`src/rtl/dds_pkg.sv`:
```
// Shared types and constants for the DDS sequencing path: FSM states,
// decade period table and the mode clamp.
package dds_pkg;

   typedef enum logic [2:0] {
      ST_IDLE,
      ST_FILL0,
      ST_FILL1,
      ST_FILL2,
      ST_RUN
   } state_t;

   localparam int MAX_MODE = 4;
   localparam int CNT_W    = 14;

   localparam logic [CNT_W-1:0] DECADE_N [4] = '{14'd10, 14'd100, 14'd1000, 14'd10000};

   // Mode 0 is promoted to 1 so every period is at least 10 cycles, leaving
   // room for the mid-period prefetch.
   function automatic logic [3:0] clamp_mode(input logic [3:0] mode, input logic [3:0] max_mode);
      if (mode == 4'd0)
         return 4'd1;
      if (mode > max_mode)
         return max_mode;
      return mode;
   endfunction

   function automatic logic [CNT_W-1:0] decade_last(input logic [3:0] mode);
      case (mode)
         4'd1:    return DECADE_N[0] - 14'd1;
         4'd2:    return DECADE_N[1] - 14'd1;
         4'd3:    return DECADE_N[2] - 14'd1;
         default: return DECADE_N[3] - 14'd1;
      endcase
   endfunction

endpackage

```
`src/rtl/decade_counter.sv`:
```
// Loadable period counter: counts 0..last and wraps, flags last and 2.
// Latency: flags are combinational from the registered count.
// Backpressure: none; advances whenever i_en is high.
module decade_counter
   import dds_pkg::*;
(
   input  logic             i_clk,
   input  logic             i_rst_n,
   input  logic             i_load,
   input  logic             i_en,
   input  logic [CNT_W-1:0] i_last,
   output logic             o_tc,
   output logic             o_at2
);

   logic [CNT_W-1:0] r_count;

   always_ff @(posedge i_clk or negedge i_rst_n) begin
      if (!i_rst_n)
         r_count <= '0;
      else if (i_load)
         r_count <= i_last;
      else if (i_en)
         r_count <= o_tc ? '0 : r_count + CNT_W'(1);
   end

   assign o_tc  = (r_count == i_last);
   assign o_at2 = (r_count == CNT_W'(2));

endmodule

```
`src/rtl/interp_sequencer.sv`:
```
// Fetches ROM samples S[k], S[k+1] for the interpolator and strobes Enable every 10**Mode_out cycles.
// Latency: first Enable in the 5th cycle after Run is sampled; ROM read latency is one cycle.
// Backpressure: none; Run=0 stops at the next period boundary (or at once while filling).
module interp_sequencer
   import dds_pkg::*;
#(
   parameter int ADDR_W   = 10,
   parameter int DATA_W   = 32,
   parameter int MAX_MODE = dds_pkg::MAX_MODE
)(
   input  logic              Fg_CLK,
   input  logic              RESETn,
   input  logic              Run,
   input  logic [3:0]        Mode,
   input  logic [ADDR_W-1:0] Step,
   output logic [ADDR_W-1:0] rom_addr,
   input  logic [DATA_W-1:0] rom_data,
   output logic [DATA_W-1:0] out1,
   output logic [DATA_W-1:0] out2,
   output logic              Enable,
   output logic [3:0]        Mode_out,
   output logic              active
);

   state_t            r_state, w_state;
   logic [ADDR_W-1:0] r_addr, w_addr;
   logic [DATA_W-1:0] r_out1, w_out1;
   logic [DATA_W-1:0] r_out2, w_out2;
   logic [DATA_W-1:0] r_nxt, w_nxt;
   logic              r_enable, w_enable;
   logic [3:0]        r_mode, w_mode;
   logic              w_cnt_load, w_cnt_en, w_tc, w_at2;
   logic [3:0]        w_mode_req;
   logic [CNT_W-1:0]  w_last;

   assign w_mode_req = clamp_mode(Mode, 4'(MAX_MODE));
   assign w_last     = decade_last(r_mode);

   decade_counter u_cnt (
      .i_clk   (Fg_CLK),
      .i_rst_n (RESETn),
      .i_load  (w_cnt_load),
      .i_en    (w_cnt_en),
      .i_last  (w_last),
      .o_tc    (w_tc),
      .o_at2   (w_at2)
   );

   always_ff @(posedge Fg_CLK or negedge RESETn) begin
      if (!RESETn) begin
         r_state  <= ST_IDLE;
         r_addr   <= '0;
         r_out1   <= '0;
         r_out2   <= '0;
         r_nxt    <= '0;
         r_enable <= 1'b0;
         r_mode   <= 4'd1;
      end else begin
         r_state  <= w_state;
         r_addr   <= w_addr;
         r_out1   <= w_out1;
         r_out2   <= w_out2;
         r_nxt    <= w_nxt;
         r_enable <= w_enable;
         r_mode   <= w_mode;
      end
   end

   always_comb begin
      w_state    = r_state;
      w_addr     = r_addr;
      w_out1     = r_out1;
      w_out2     = r_out2;
      w_nxt      = r_nxt;
      w_enable   = 1'b0;
      w_mode     = r_mode;
      w_cnt_load = 1'b0;
      w_cnt_en   = 1'b0;
      case (r_state)
         ST_IDLE: begin
            if (Run) begin
               w_state = ST_FILL0;
               w_addr  = '0;
               w_mode  = w_mode_req;
            end
         end
         ST_FILL0: begin
            if (!Run) begin
               w_state = ST_IDLE;
            end else begin
               w_state = ST_FILL1;
               w_addr  = Step;
            end
         end
         ST_FILL1: begin
            if (!Run) begin
               w_state = ST_IDLE;
            end else begin
               w_state = ST_FILL2;
               w_out1  = rom_data;
            end
         end
         ST_FILL2: begin
            if (!Run) begin
               w_state = ST_IDLE;
            end else begin
               w_state    = ST_RUN;
               w_nxt      = rom_data;
               w_addr     = Step + Step;
               w_cnt_load = 1'b1;
            end
         end
         ST_RUN: begin
            w_cnt_en = 1'b1;
            // Stopping copies out1 into out2 so the interpolator slope goes to zero.
            if (w_tc) begin
               w_out2 = r_out1;
               if (Run) begin
                  w_enable = 1'b1;
                  w_out1   = r_nxt;
                  w_mode   = w_mode_req;
               end else begin
                  w_state = ST_IDLE;
               end
            end else if (w_at2) begin
               w_nxt  = rom_data;
               w_addr = r_addr + Step;
            end
         end
         default: w_state = ST_IDLE;
      endcase
   end

   assign rom_addr = r_addr;
   assign out1     = r_out1;
   assign out2     = r_out2;
   assign Enable   = r_enable;
   assign Mode_out = r_mode;
   assign active   = (r_state == ST_RUN);

endmodule

```
`config.mk`:
```
export PLATFORM = sky130hd
export DESIGN_NAME = interp_sequencer
export DESIGN_NICKNAME = d
export VERILOG_FILES = /design/src/rtl/dds_pkg.sv /design/src/rtl/decade_counter.sv /design/src/rtl/interp_sequencer.sv
export SDC_FILE = /design/constraint.sdc
export NUM_CORES = 1
export LEC_CHECK = 0
export CORE_MARGIN = 2
export CORE_UTILIZATION = 55
export CTS_CLUSTER_SIZE = 40
export DETAILED_ROUTE_END_ITERATION = 16
export PLACE_DENSITY = 0.85
export SLEW_MARGIN = 0
export SYNTH_ARGS = -nofsm -noshare
export SYNTH_HDL_FRONTEND = slang
export SYNTH_SLANG_ARGS = --single-unit
```
`constraint.sdc`:
```
create_clock -name Fg_CLK -period 10.1 [get_ports Fg_CLK]
set_input_delay 2.02 -clock Fg_CLK [delete_from_list [all_inputs] [get_ports Fg_CLK]]
set_output_delay 2.02 -clock Fg_CLK [all_outputs]
set_load 0.01 [all_outputs]
```
==> run metrics <==
number of synthesized flops with an enable pin 0; RSZ-0062 raised after global routing no; Die Area 12250 um^2; endpoint class of the critical path primary output; final setup violation count 0; most common cell in the netlist nand2_1; crit-path max cell delay 0.52 ns; Hold Violations, Final 0; clock buffer depth 2; sequential area share after synthesis 51.20%; CTS root buffer clkbuf_16; post-synthesis cell type count 57; Setup Buffers After CTS 0; Clock power frac 29.9%; Avg Inst Size Synth 10.64 um^2; Comb pwr share 29.8%; CP delay by family, top buffers and inverters; Antenna Cells 0; DR DRC count 0; Post-synth ARST share 100.0%; VDD IR-drop max 0.1335 mV; Post-Syn Area 6259 um^2; post-synth net total 649; initial antenna violation count 0; H-tree depth 4; fin crit period 4.440 ns; wire per inst 18.47 um; DP Area 7654 um^2; Slew headroom 15.53%; final instance area 8248 um^2; Initial DRC Count 314; CP Class flip-flop to primary output; PnR worst setup slack 5.660 ns; std cell rows 38; Clock Pin Slew Worst Setup and Hold Paths 0.05 ns; Chip Height 110.7 um; Psw 629.8 uW; Nets 774; layout cell share with drive strength beyond 1 20.11%; Place WS 5.554 ns; I/O Buffers 128; Syn Inst Count 588; post-cts repair resize count 0; Total Routing Usage GR 27.20%; Setup Skew 0.008272 ns; Area Overhead vs Synth 31.79%; Num Clock Sinks 128; Setup TNS 0 ns; total gr overflow 0; Commonest cells post-synth nand2_1, dfrtp_1, mux2_2; largest net degree at the start of global routing 70; CP Buf/Inv Count 4; initial core utilization 56.98%; max-slew violation count 0; Yosys top cell area share 50.78%; Synth area leaders dfrtp_1, mux2_2, nand2_1; Least-Margin Pin Slew 1.265 ns; CTS tree built; TritonCTS buffer count 17; Ys Warns 0; Final Cycle Share 43.96%; worst min path class flip-flop to flip-flop; IO Pins 129; WP data required 8.08 ns; core area 10980 um^2; final WL 16000 um; Post-DP HPWL 10740 um; achievable frequency 0.2252 GHz; run status finished clean; Arr. time, crit path 2.42 ns; routed via count 5091; multi-input logic area 2918 um^2; top_reg_cell synth dfrtp_1; vias in the first global route 5468; Leakage 0.003819 uW; Antenna Nets Post-Route 0; Worst setup SP type flip-flop; internal power 1419 uW; FF+latch count, synth 128; CP max stage cell clkdlybuf4s50_1; FF/Latch Area 3204 um^2; CP max FO 48; Die Wd 110.7 um; area leader, netlist dfrtp_1; sequential share of power 40.3%; wire length of the first global-routing pass 26880 um; quantity of hold-fixing buffers added after cts 0; max-cap viol count 0; Hold Slack 0.5017 ns; switching share of total power 30.74%; fillers 752; GP Congestion 0.9007; cell area power density 248.4 nW/um^2; Clock Latency Late Sink 0.41 ns; crit-path cells inv_1, nand3_2, buf_4, clkinv_1, clkdlybuf4s50_1; Vias per Instance 5.879; Pre-Repair DR Iteration Count 5
[power by group through the flow]
stage                     sequential [uW]  combinational [uW]  clock (uW)
after CTS                             823                 614         621
final                                 826                 610         612
after global routing                  846                 662         644
after detailed placement              827                 607           0
after global placement                816                 581           0
after floorplan                       825                 298           0
[routing by layer]
layer	GRT usage, %	vias to the layer above	part of all wire (%)
met5	0	-	0
met4	10.33	0	1.7
met3	7.381	28	6.6
met2	45.64	195	50
met1	33.77	2550	41
li1	-	2318	-
[cell usage in the layout, fill, tap and decap left out, drive strengths merged, types with 3 or more instances in the layout]
master	count
clkbuf	21
ha	11
dfrtp	127
a21oi	21
nor3	12
nand3	9
clkdlybuf4s50	127
nor3b	5
o21ai	13
a22oi	9
mux2	99
buf	6
nand2	138
nor2	25
bufinv	3
inv	11
clkinv	7
a211o	6
xor2	5
nor4	5
a31oi	4
xnor2	5
a21o	7
and3	8
[cell type report]
type	instances	area share, %
sequential	128	38.85
multi-input combinational	421	35.38
timing repair buffer	133	15.96
clock buffer	21	5.461
tap	140	2.124
clock inverter	11	1.684
inverter	12	0.5461
[path summary, 6_finish.rpt]
path	from	end	slack (ns)	cells after the start
min in group asynchronous	RESETn	out2[27]	1.73	1
min	out2[29]	out2[29]	0.50	1
max	r_state[1]	active	5.66	5
min reg2reg	out2[29]	out2[29]	0.50	1
max reg2reg	r_state[1]	rom_addr[8]	6.17	15
max in group asynchronous	RESETn	r_nxt[6]	7.09	2
[metrics by stage]
stage / total power, uW / util (%) / instances
2_1_floorplan: 1123 / - / 588
3_3_place_gp: 1397 / 69.69 / 834
3_5_place_dp: 1434 / 69.69 / 834
4_1_cts: 2057 / 75.05 / 866
5_1_grt: 2152 / 75.10 / 866
6_report: 2049 / 75.10 / 866
[registers in the layout (all words and copies together) (netlist names)]
name	flops
Mode_out	4
rom_addr	10
out2	32
u_cnt.r_count	14
out1	32
r_nxt	32
r_state	3
Enable	1
[logic make-up (layout without fill, tap and decap cells)]
logic type | after synthesis | count (layout) | share of synthesized area, %
adder cells (fa/ha/maj) | 12 | 12 | 2.519
buffers and inverters | 39 | 177 | 2.539
AO/OA/AOI/OAI | 80 | 80 | 8.657
flip-flops | 128 | 128 | 51.20
XOR/XNOR | 10 | 10 | 1.399
multiplexers | 101 | 101 | 18.13
AND/OR/NAND/NOR | 218 | 218 | 15.55
[worst register-to-register path, cell delays in order, from the launching register on]
cell	delay [ns]
dfrtp_1	0.51
inv_1	0.15
nand3_2	0.09
buf_4	0.49
clkinv_1	0.26
buf_4	0.34
nand2_1	0.14
nand2_1	0.06
ha_1	0.22
fa_1	0.40
a21oi_1	0.22
o211ai_1	0.17
o41ai_1	0.32
xnor2_1	0.12
a22oi_1	0.17
a21oi_1	0.10
No activity file was read; power rests on OpenSTA's default activity.
